### src/rtl/jpeg_bitstream_pkg.sv
// jpeg_bitstream_pkg: shared JPEG bitstream types, FSM states and marker constants
package jpeg_bitstream_pkg;
  typedef struct packed {
    logic [3:0]  length;
    logic [15:0] value;
  } bitstring_t;
  typedef enum logic [1:0] {S_DATA, S_FF, S_HALT} in_state_t;
  typedef enum logic [1:0] {O_IDLE, O_WAIT, O_RESP} out_state_t;
  localparam logic [7:0] MARKER_PREFIX = 8'hFF;
  localparam logic [7:0] STUFF = 8'h00;
  localparam logic [7:0] EOI = 8'hD9;
  localparam logic [7:0] RST0 = 8'hD0;
  localparam logic [7:0] RST7 = 8'hD7;
endpackage

### src/rtl/byte_unstuffer.sv
// byte_unstuffer: removes FF00 stuffing, drops fill bytes, detects markers
//  in:  clk, rst, flush, i_space (accumulator can take a byte), s_axis_* byte stream
//  out: s_axis_tready, o_byte/o_byte_valid (data byte to append), o_first (tuser byte accepted),
//       marker_valid/marker_code, o_in_done (no more bytes will arrive)
module byte_unstuffer
  import jpeg_bitstream_pkg::*;
(
  input  logic       clk,
  input  logic       rst,
  input  logic       flush,
  input  logic       i_space,
  input  logic [7:0] s_axis_tdata,
  input  logic       s_axis_tvalid,
  input  logic       s_axis_tuser,
  input  logic       s_axis_tlast,
  output logic       s_axis_tready,
  output logic [7:0] o_byte,
  output logic       o_byte_valid,
  output logic       o_first,
  output logic       marker_valid,
  output logic [7:0] marker_code,
  output logic       o_in_done
);
  in_state_t  r_state, w_state_next;
  logic       r_in_done, r_marker_valid, w_acc, w_marker;
  logic [7:0] r_marker_code;
  always_comb begin
    s_axis_tready = i_space && r_state != S_HALT && !r_in_done;
    w_acc = s_axis_tvalid && s_axis_tready;
    o_first = w_acc && s_axis_tuser;
    o_byte = r_state == S_FF ? MARKER_PREFIX : s_axis_tdata;
    o_byte_valid = w_acc && (r_state == S_DATA ? s_axis_tdata != MARKER_PREFIX : s_axis_tdata == STUFF);
    w_marker = w_acc && r_state == S_FF && s_axis_tdata != STUFF && s_axis_tdata != MARKER_PREFIX;
    w_state_next = !w_acc ? r_state :
                   r_state == S_DATA ? (s_axis_tdata == MARKER_PREFIX ? S_FF : S_DATA) :
                   s_axis_tdata == STUFF ? S_DATA : w_marker ? S_HALT : S_FF;
  end
  always_ff @(posedge clk) begin
    if (rst || flush) begin
      r_state <= S_DATA;
      r_in_done <= 1'b0;
      r_marker_valid <= 1'b0;
    end else begin
      r_state <= w_state_next;
      r_in_done <= r_in_done || (w_acc && s_axis_tlast) || w_marker;
      r_marker_valid <= w_marker;
    end
  end
  always_ff @(posedge clk) begin
    if (rst) r_marker_code <= 8'd0;
    else if (w_marker && !flush) r_marker_code <= s_axis_tdata;
  end
  assign marker_valid = r_marker_valid;
  assign marker_code = r_marker_code;
  assign o_in_done = r_in_done;
endmodule

### src/rtl/read_bitstring.sv
// read_bitstring: JPEG entropy bit reader serving MSB-first bit fields from an unstuffed byte stream
//  in:  clk, rst, flush, s_axis_* entropy bytes, req_valid/req_len bit-field requests, m_axis_tready
//  out: s_axis_tready, req_ready, m_axis_* responses {12'd0, len, value}, marker_valid/marker_code,
//       underrun (sticky: a response was padded with 1s past end of data)
module read_bitstring
  import jpeg_bitstream_pkg::*;
#(
  parameter int ACC_W = 32
) (
  input  logic        clk,
  input  logic        rst,
  input  logic        flush,
  input  logic [7:0]  s_axis_tdata,
  input  logic        s_axis_tvalid,
  input  logic        s_axis_tuser,
  input  logic        s_axis_tlast,
  output logic        s_axis_tready,
  input  logic        req_valid,
  input  logic [3:0]  req_len,
  output logic        req_ready,
  output logic [31:0] m_axis_tdata,
  output logic        m_axis_tvalid,
  output logic        m_axis_tuser,
  output logic        m_axis_tlast,
  input  logic        m_axis_tready,
  output logic        marker_valid,
  output logic [7:0]  marker_code,
  output logic        underrun
);
  localparam int CW = $clog2(ACC_W + 1);
  logic [ACC_W-1:0] r_acc, w_acc_next, w_acc_shift;
  logic [CW-1:0]    r_cnt, w_cnt_after, w_cnt_next;
  out_state_t       r_state, w_state_next;
  logic [3:0]       r_len, w_shift;
  logic [15:0]      w_top, w_fill, w_val;
  logic [31:0]      r_tdata;
  logic [7:0]       w_byte;
  logic             w_take, w_pad, w_resp, w_space, w_byte_valid, w_first, w_in_done;
  logic             r_pending, r_underrun, r_tuser, r_tlast;
  bitstring_t       w_bits;
  byte_unstuffer u_unstuffer (
    .clk          (clk),
    .rst          (rst),
    .flush        (flush),
    .i_space      (w_space),
    .s_axis_tdata (s_axis_tdata),
    .s_axis_tvalid(s_axis_tvalid),
    .s_axis_tuser (s_axis_tuser),
    .s_axis_tlast (s_axis_tlast),
    .s_axis_tready(s_axis_tready),
    .o_byte       (w_byte),
    .o_byte_valid (w_byte_valid),
    .o_first      (w_first),
    .marker_valid (marker_valid),
    .marker_code  (marker_code),
    .o_in_done    (w_in_done)
  );
  always_comb begin
    w_space = r_cnt <= CW'(ACC_W - 8);
    w_top = r_acc[ACC_W-1 -: 16];
    // ones below the valid bits stand in for data that will never arrive
    w_fill = 16'hFFFF >> r_cnt;
    w_take = r_state == O_WAIT && r_cnt >= CW'(r_len);
    w_pad = r_state == O_WAIT && !w_take && w_in_done;
    w_resp = w_take || w_pad;
    w_val = (w_take ? w_top : w_top | w_fill) >> (5'd16 - 5'(r_len));
    w_bits = '{length: r_len, value: w_val};
    w_shift = w_take ? r_len : 4'd0;
    w_cnt_after = w_pad ? '0 : r_cnt - CW'(w_shift);
    w_acc_shift = w_pad ? '0 : r_acc << w_shift;
    // the incoming byte lands just below the bits that survive this cycle's consume
    w_acc_next = w_acc_shift | (w_byte_valid ? ({w_byte, {(ACC_W-8){1'b0}}} >> w_cnt_after) : '0);
    w_cnt_next = w_cnt_after + (w_byte_valid ? CW'(8) : '0);
    w_state_next = r_state == O_IDLE ? (req_valid ? O_WAIT : O_IDLE) :
                   r_state == O_WAIT ? (w_resp ? O_RESP : O_WAIT) :
                   m_axis_tready ? O_IDLE : O_RESP;
    req_ready = r_state == O_IDLE;
    m_axis_tvalid = r_state == O_RESP;
    m_axis_tdata = r_tdata;
    m_axis_tuser = r_tuser;
    m_axis_tlast = r_tlast;
    underrun = r_underrun;
  end
  always_ff @(posedge clk) begin
    if (rst || flush) begin
      r_state <= O_IDLE;
      r_acc <= '0;
      r_cnt <= '0;
      r_len <= 4'd0;
      r_pending <= 1'b0;
      r_underrun <= 1'b0;
    end else begin
      r_state <= w_state_next;
      r_acc <= w_acc_next;
      r_cnt <= w_cnt_next;
      if (req_valid && req_ready) r_len <= req_len;
      r_pending <= w_first || (r_pending && !w_resp);
      r_underrun <= r_underrun || w_pad;
    end
  end
  always_ff @(posedge clk) begin
    if (rst) begin
      r_tdata <= 32'd0;
      r_tuser <= 1'b0;
      r_tlast <= 1'b0;
    end else if (w_resp && !flush) begin
      r_tdata <= {12'd0, w_bits};
      r_tuser <= r_pending;
      r_tlast <= w_in_done && w_cnt_after < CW'(8);
    end
  end
endmodule

### config.mk
export PLATFORM = sky130hd
export DESIGN_NAME = read_bitstring
export DESIGN_NICKNAME = d
export VERILOG_FILES = /design/src/rtl/jpeg_bitstream_pkg.sv /design/src/rtl/byte_unstuffer.sv /design/src/rtl/read_bitstring.sv
export SDC_FILE = /design/constraint.sdc
export NUM_CORES = 1
export LEC_CHECK = 0
export ABC_AREA = 1
export CAP_MARGIN = 20
export CELL_PAD_IN_SITES_DETAIL_PLACEMENT = 0
export CELL_PAD_IN_SITES_GLOBAL_PLACEMENT = 1
export CORE_UTILIZATION = 40
export DETAILED_ROUTE_END_ITERATION = 6
export PLACE_DENSITY = 0.88
export SLEW_MARGIN = 5
export SYNTH_ARGS = -nofsm -noshare
export SYNTH_HDL_FRONTEND = slang
export SYNTH_HIERARCHICAL = 1
export SYNTH_SLANG_ARGS = --single-unit
### constraint.sdc
create_clock -name clk -period 5.95 [get_ports clk]
set_clock_uncertainty 0.1 [all_clocks]
set_input_delay 0.8925 -clock clk [delete_from_list [all_inputs] [get_ports clk]]
set_output_delay 0.8925 -clock clk [all_outputs]
set_load 0.1 [all_outputs]
Word level (Yosys, flattened, before mapping)
Index checks and enable logic that the tools add are counted.
{"block": "totals", "register_bits": 80, "in_bits": 20, "elab_cells": 79}
{"block": "op_classes", "n_reduce_logical": 31, "shifts": 4, "n_addsub": 3, "n_eq_ne": 6, "mux": 17, "order_cmp": 3, "bitwise_logic": 2}
{"cell": "two-way mux 32 bit", "n": 2}
{"cell": "bitwise OR 32 bit", "n": 1}
{"cell": "left shift 32 x 4 -> 32 bit", "n": 1}
{"cell": ">> shifter 32 x 6 -> 32 bit", "n": 1}
{"cell": "logical AND 1 bit", "n": 17}
{"cell": "two-way mux 16 bit", "n": 1}
{"cell": "bitwise OR 16 bit", "n": 1}
{"cell": ">> shifter 16 x 5 -> 16 bit", "n": 1}
{"cell": ">> shifter 16 x 6 -> 16 bit (first input constant)", "n": 1}
{"cell": "two-way mux 2 bit", "n": 7}
{"cell": "equality test 8 bit (second input constant)", "n": 1}
{"cell": "logical NOT 8 bit", "n": 1}
{"cell": "two-way mux 4 bit", "n": 2}
{"cell": "two-way mux 8 bit", "n": 1}
{"cell": "inequality test 8 bit (second input constant)", "n": 1}
{"cell": "nonzero test 8 bit", "n": 1}
{"cell": "adder 6 x 4 -> 6 bit", "n": 1}
{"cell": "greater-or-equal comparator 6 x 4 -> 1 bit", "n": 1}
{"cell": "<= comparator 6 x 5 -> 1 bit (second input constant)", "n": 1}
{"cell": "logical OR 1 bit", "n": 6}
{"cell": "< comparator 6 x 4 -> 1 bit (second input constant)", "n": 1}
{"cell": "two-way mux 6 bit", "n": 1}
{"cell": "subtractor 6 x 4 -> 6 bit", "n": 1}
{"cell": "subtractor 5 x 4 -> 5 bit (first input constant)", "n": 1}
{"cell": "6 further kinds", "n": 13}

Depth between registers and ports, before layout
{"block": "logic_depth", "word_depth": 10, "mapped_depth": 28, "ltp_nobuf": 26}

Modules after synthesis
Netlist, hierarchy kept.
{"mod": "read_bitstring", "seq_area_each_um2": 1361.3, "area_per_inst_um2": 5949.5, "instances": 1, "cells_each": 1006}
{"mod": "byte_unstuffer", "seq_area_each_um2": 240.2, "area_per_inst_um2": 775.7, "instances": 1, "cells_each": 126}

Worst setup path before layout
OpenSTA, ideal clock, no wires.
{"block": "synth_timing", "kind": "flip-flop to flip-flop", "start": "register r_len[3]", "end": "register r_cnt[5]", "stages_incl_launch_ff": 23, "setup_ns": 0.070, "path_buffers": 2, "t_arrival_ns": 3.399, "synth_period_minus_slack_ns": 3.569, "slack_ns": 2.381, "path_cell_list": "dfxtp_1 inv_1 ha_1 a21o_1 nor2_8 nand2_4 nand2_4 buf_8 nor2_8 inv_4 buf_2 ha_1 a21oi_1 nand2_1 xnor2_1 inv_1 nand2_4 clkinv_1 ha_1 ha_1 inv_1 o21ai_0 a21oi_1"}
{"block": "synth_between", "elab_chain_cells": 7, "word_cells_on_any_way": 9, "cone_classes": "add/sub: 2; order compare: 1; mux: 2; reduce/logical: 4"}
{"item": "start, declared", "line_no": "read_bitstring.sv:34", "rtl": "logic [3:0] r_len, w_shift;"}
{"item": "start signal, assigned", "line_no": "read_bitstring.sv:96", "rtl": "if (req_valid && req_ready) r_len <= req_len;"}
{"item": "branches (longest 5 deep; another with greater-or-equal comparator 6 x 4 -> 1 bit)"}
{"item": "two-way mux 6 bit *", "line_no": "read_bitstring.sv:69", "rtl": "w_cnt_after = w_pad ? '0 : r_cnt - CW'(w_shift);"}
{"item": "adder 6 x 4 -> 6 bit *", "line_no": "read_bitstring.sv:73", "rtl": "w_cnt_next = w_cnt_after + (w_byte_valid ? CW'(8) : '0);"}
{"item": "end signal, assigned", "line_no": "read_bitstring.sv:95", "rtl": "r_cnt <= w_cnt_next;"}
{"item": "end, declared", "line_no": "read_bitstring.sv:32", "rtl": "logic [CW-1:0] r_cnt, w_cnt_after, w_cnt_next;"}
Mark *: on every way between the ends.
A chain may end at the register's enable or synchronous reset.

Worst setup path in the final report
{"block": "layout_timing", "start": "register r_len[0]", "end": "register r_cnt[5]"}
The elaborated chain is that of the path after synthesis.

==> reports/metrics.csv <==
stage;metric;value;unit
critical_path;reg-to-reg setup timing slack;1.36;ns
grt;total track usage;23.0;%
grt;grt total ovfl;0;
final_layout;Final Instance Area;0.00753;mm^2
placement;post-placement cell area;0.00722;mm^2
critical_path;Critical Path Fanout Max;37;
drt;drt wl/cell;14.4;um
drt;antenna viol nets, final;0;
clock_network;Clk pin slew, worst setup/hold paths;0.07;ns
timing;Final setup viols;0;
drt;final WL;19.8;mm
run;max-capacitance violation count;0;
synth;Synth Flop Type;sky130_fd_sc_hd__dfxtp_1;
placement;Port-buffer cells;54;
clock_network;# H-tree levels;3;
timing;RSZ-0062 raised after global routing;false;
synth;simple-gate area share of the yosys netlist;48.5;%
floorplanning;height of the die;132;um
synth;mean area per synthesized cell;5.94;um^2
clock_network;Setup Fix Bufs, Post-CTS;0;
final_layout;post-layout utilization of the core;45.6;%
floorplanning;Placement Rows;47;
drt;number of detailed-route iterations in the first pass;6;
timing;accumulated negative setup slack;0;ns
placement;number of instances in the placed design;1358;
final_layout;diode count;0;
critical_path;Req. time, crit path;6.13;ns
synth;fraction of synthesized area in multiplexers;0;%
timing;Worst Slack Setup Final;1.36;ns
placement;post-detail-place hpwl;15.3;mm
grt;wire length of the first global-routing pass;32.0;mm
drt;vias after detailed routing;7314;
synth;share of synthesized cell area in full adder, half adder and majority cells;2.34;%
final_layout;fraction of layout instances using a drive strength above 1;6.59;%
grt;antenna violations before repair;0;
timing;worst slew margin relative to its limit;34.8;%
timing;number of hold-slack violations in the final timing report;0;
critical_path;WP data arrival;4.77;ns
pwr;Pleak;3.57;nW
final_layout;leading cell types in the layout, fill and taps excluded;sky130_fd_sc_hd__nand2_1, sky130_fd_sc_hd__nand3_1, sky130_fd_sc_hd__inv_1, sky130_fd_sc_hd__dfxtp_1, sky130_fd_sc_hd__a21oi_1;
clock_network;number of buffers between clock root and the deepest sink;2;
final_layout;commonest non-fill, non-tap cell in the layout;sky130_fd_sc_hd__nand2_1;
synth;count of state elements after synthesis;80;
pwr;Max VDD drop;0.133;mV
clock_network;hold-fix buffer count after cts;0;
synth;number of flops mapped to enable cells by yosys;0;
grt;via count of the first global-routing pass;6462;
synth;combinational family with the most area after synthesis;simple AND/OR/NAND/NOR gates;
critical_path;startpoint-to-endpoint class of the critical path;flop to flop;
synth;Async S/R FF share, synth;0;%
synth;Post-Syn Instances;1132;
drt;Residual DRC;0;
drt;number of DRC violations after detailed-routing iteration 0;696;
clock_network;Gates resized, CTS repair;0;
clock_network;buffer cell driving the clock tree root;sky130_fd_sc_hd__clkbuf_16;
synth;count of different cell masters after synthesis;45;
floorplanning;effective utilization at floorplan;40.7;%
critical_path;Worst setup EP type;flop;
timing;FMAX;218;MHz
placement;final weighted congestion in routability-driven placement;0.938;
synth;synthesized-area fraction occupied by ao, oa, aoi and oai cells;11.5;%
timing;fin crit share;77.2;%
timing;number of pins with negative max-slew slack in the final report;0;
synth;post-synthesis cell area;0.00673;mm^2
final_layout;Area Growth Syn to Fin;12.0;%
synth;Synthesis Warnings;6;
critical_path;startpoint type of the worst setup path;flop;
floorplanning;top-level port count;67;
drt;mean number of vias per cell;5.32;
run_status;status;completed;
clock_network;clock latency on the worst-skew pair;0.35;ns
clock_network;clock tree from TritonCTS;done;
final_layout;Nets;1181;
grt;pin count of the biggest net entering global routing;64;
hold_path;path category of the worst min-delay check;flop to flop;
clock_network;clock tree sinks;80;
clock_network;cts bufs inserted;9;
floorplanning;placeable core region;0.0165;mm^2
placement;Place WS;1.41;ns
floorplanning;horizontal extent of the die;132;um
timing;min cycle time layout;4.59;ns
floorplanning;die outline area;0.0173;mm^2
synth;share of the synthesized netlist area taken by xor and xnor gates;0.651;%
timing;transition time of the tightest slew-check pin;0.976;ns
synth;sequential element share of the synthesized area;23.8;%
pwr;cell area power density;221;mW/mm^2
final_layout;non-filler cells, final;1374;
per-layer routing:
layer	vias to the layer above	GRT usage, %	part of all wire, %
met5	-	0	0
met4	0	7.49	1.6
met3	26	3.55	5.6
met2	240	35.2	45
met1	3324	32.7	48
li1	3724	-	-
synthesized netlist by cell type, types with 3 or more instances:
| master | n | area share (%) |
|---|---|---|
| sky130_fd_sc_hd__a21oi_1 | 65 | 4.8 |
| sky130_fd_sc_hd__buf_1 | 3 | 0.17 |
| sky130_fd_sc_hd__buf_2 | 25 | 1.9 |
| sky130_fd_sc_hd__buf_4 | 17 | 1.9 |
| sky130_fd_sc_hd__buf_6 | 6 | 1.0 |
| sky130_fd_sc_hd__clkbuf_1 | 11 | 0.61 |
| sky130_fd_sc_hd__clkinv_1 | 7 | 0.39 |
| sky130_fd_sc_hd__dfxtp_1 | 80 | 24 |
| sky130_fd_sc_hd__ha_1 | 11 | 2.0 |
| sky130_fd_sc_hd__inv_1 | 111 | 6.2 |
| sky130_fd_sc_hd__inv_2 | 11 | 0.61 |
| sky130_fd_sc_hd__nand2_1 | 350 | 20 |
| sky130_fd_sc_hd__nand2_2 | 7 | 0.65 |
| sky130_fd_sc_hd__nand2_4 | 4 | 0.67 |
| sky130_fd_sc_hd__nand3_1 | 241 | 18 |
| sky130_fd_sc_hd__nand3_4 | 3 | 0.78 |
| sky130_fd_sc_hd__nand4_1 | 20 | 1.9 |
| sky130_fd_sc_hd__nor2_1 | 45 | 2.5 |
| sky130_fd_sc_hd__nor2_2 | 11 | 1.0 |
| sky130_fd_sc_hd__nor2_4 | 5 | 0.84 |
| sky130_fd_sc_hd__nor2_8 | 5 | 1.5 |
| sky130_fd_sc_hd__o211ai_1 | 15 | 1.7 |
| sky130_fd_sc_hd__o21ai_0 | 32 | 2.4 |
| sky130_fd_sc_hd__o21ai_1 | 20 | 1.5 |
| sky130_fd_sc_hd__xnor2_1 | 3 | 0.39 |
flip-flops by register name (all words and copies together) (netlist names):
signal	flops
r_len	4
u_unstuffer/o_in_done	1
m_axis_tdata	20
u_unstuffer/marker_code	8
m_axis_tlast	1
underrun	1
u_unstuffer/marker_valid	1
r_state	2
m_axis_tuser	1
r_acc	32
r_pending	1
r_cnt	6
u_unstuffer/r_state	2
stage by stage:
step           hold slack [ns]  power, W
2_1_floorplan            0.339  0.000989
3_3_place_gp             0.350   0.00109
3_5_place_dp             0.353   0.00109
4_1_cts                  0.361   0.00167
5_1_grt                  0.375   0.00176
6_report                 0.362   0.00166
power by group:
part / internal, W / switching [W] / total (W)
clock network: 0.000334 / 0.000241 / 0.000575
logic: 0.000145 / 0.000372 / 0.000517
registers: 0.000553 / 0.0000183 / 0.000571
area by class of cell:
| cell class | count | area [um^2] |
|---|---|---|
| Inverter | 131 | 497 |
| Tap cell | 220 | 275 |
| Multi-Input combinational cell | 869 | 4280 |
| Fill cell | 1761 | 8990 |
| Clock buffer | 9 | 225 |
| Clock inverter | 7 | 83.8 |
| Timing Repair Buffer | 58 | 571 |
| Sequential cell | 80 | 1600 |
path summary, 6_finish.rpt:
check,cells past startpoint,endpoint,startpoint
min reg2reg,2,r_pending$_SDFF_PP0_,r_pending$_SDFF_PP0_
min,2,r_pending$_SDFF_PP0_,r_pending$_SDFF_PP0_
max,22,r_cnt[5]$_SDFF_PP0_,r_len[0]$_SDFFE_PP0P_
max reg2reg,22,r_cnt[5]$_SDFF_PP0_,r_len[0]$_SDFFE_PP0P_
kinds of logic after synthesis:
group,after synthesis
AO/OA/AOI/OAI,140
other,1
flip-flops,80
XOR/XNOR,5
AND/OR/NAND/NOR,700
buffers and inverters,194
adder cells (fa/ha/maj),12
worst max-delay path, stage by stage, from the launching register on:
cell and delay, ns:
sky130_fd_sc_hd__dfxtp_1 0.82, sky130_fd_sc_hd__ha_1 0.22, sky130_fd_sc_hd__inv_1 0.04, sky130_fd_sc_hd__nand2_1 0.05, sky130_fd_sc_hd__nand2_1 0.04, sky130_fd_sc_hd__nand2_1 0.09, sky130_fd_sc_hd__nand2_4 0.07, sky130_fd_sc_hd__nand2_4 0.10
sky130_fd_sc_hd__nand2_4 0.20, sky130_fd_sc_hd__nor2_8 0.41, sky130_fd_sc_hd__inv_4 0.25, sky130_fd_sc_hd__ha_1 0.40, sky130_fd_sc_hd__a21oi_1 0.14, sky130_fd_sc_hd__nand2_1 0.09, sky130_fd_sc_hd__xnor2_1 0.14, sky130_fd_sc_hd__inv_1 0.08
sky130_fd_sc_hd__nand2_4 0.21, sky130_fd_sc_hd__clkinv_1 0.30, sky130_fd_sc_hd__ha_1 0.28, sky130_fd_sc_hd__ha_1 0.19, sky130_fd_sc_hd__inv_1 0.06, sky130_fd_sc_hd__o21ai_0 0.08, sky130_fd_sc_hd__a21oi_1 0.14
No activity file was read; power rests on OpenSTA's default activity.
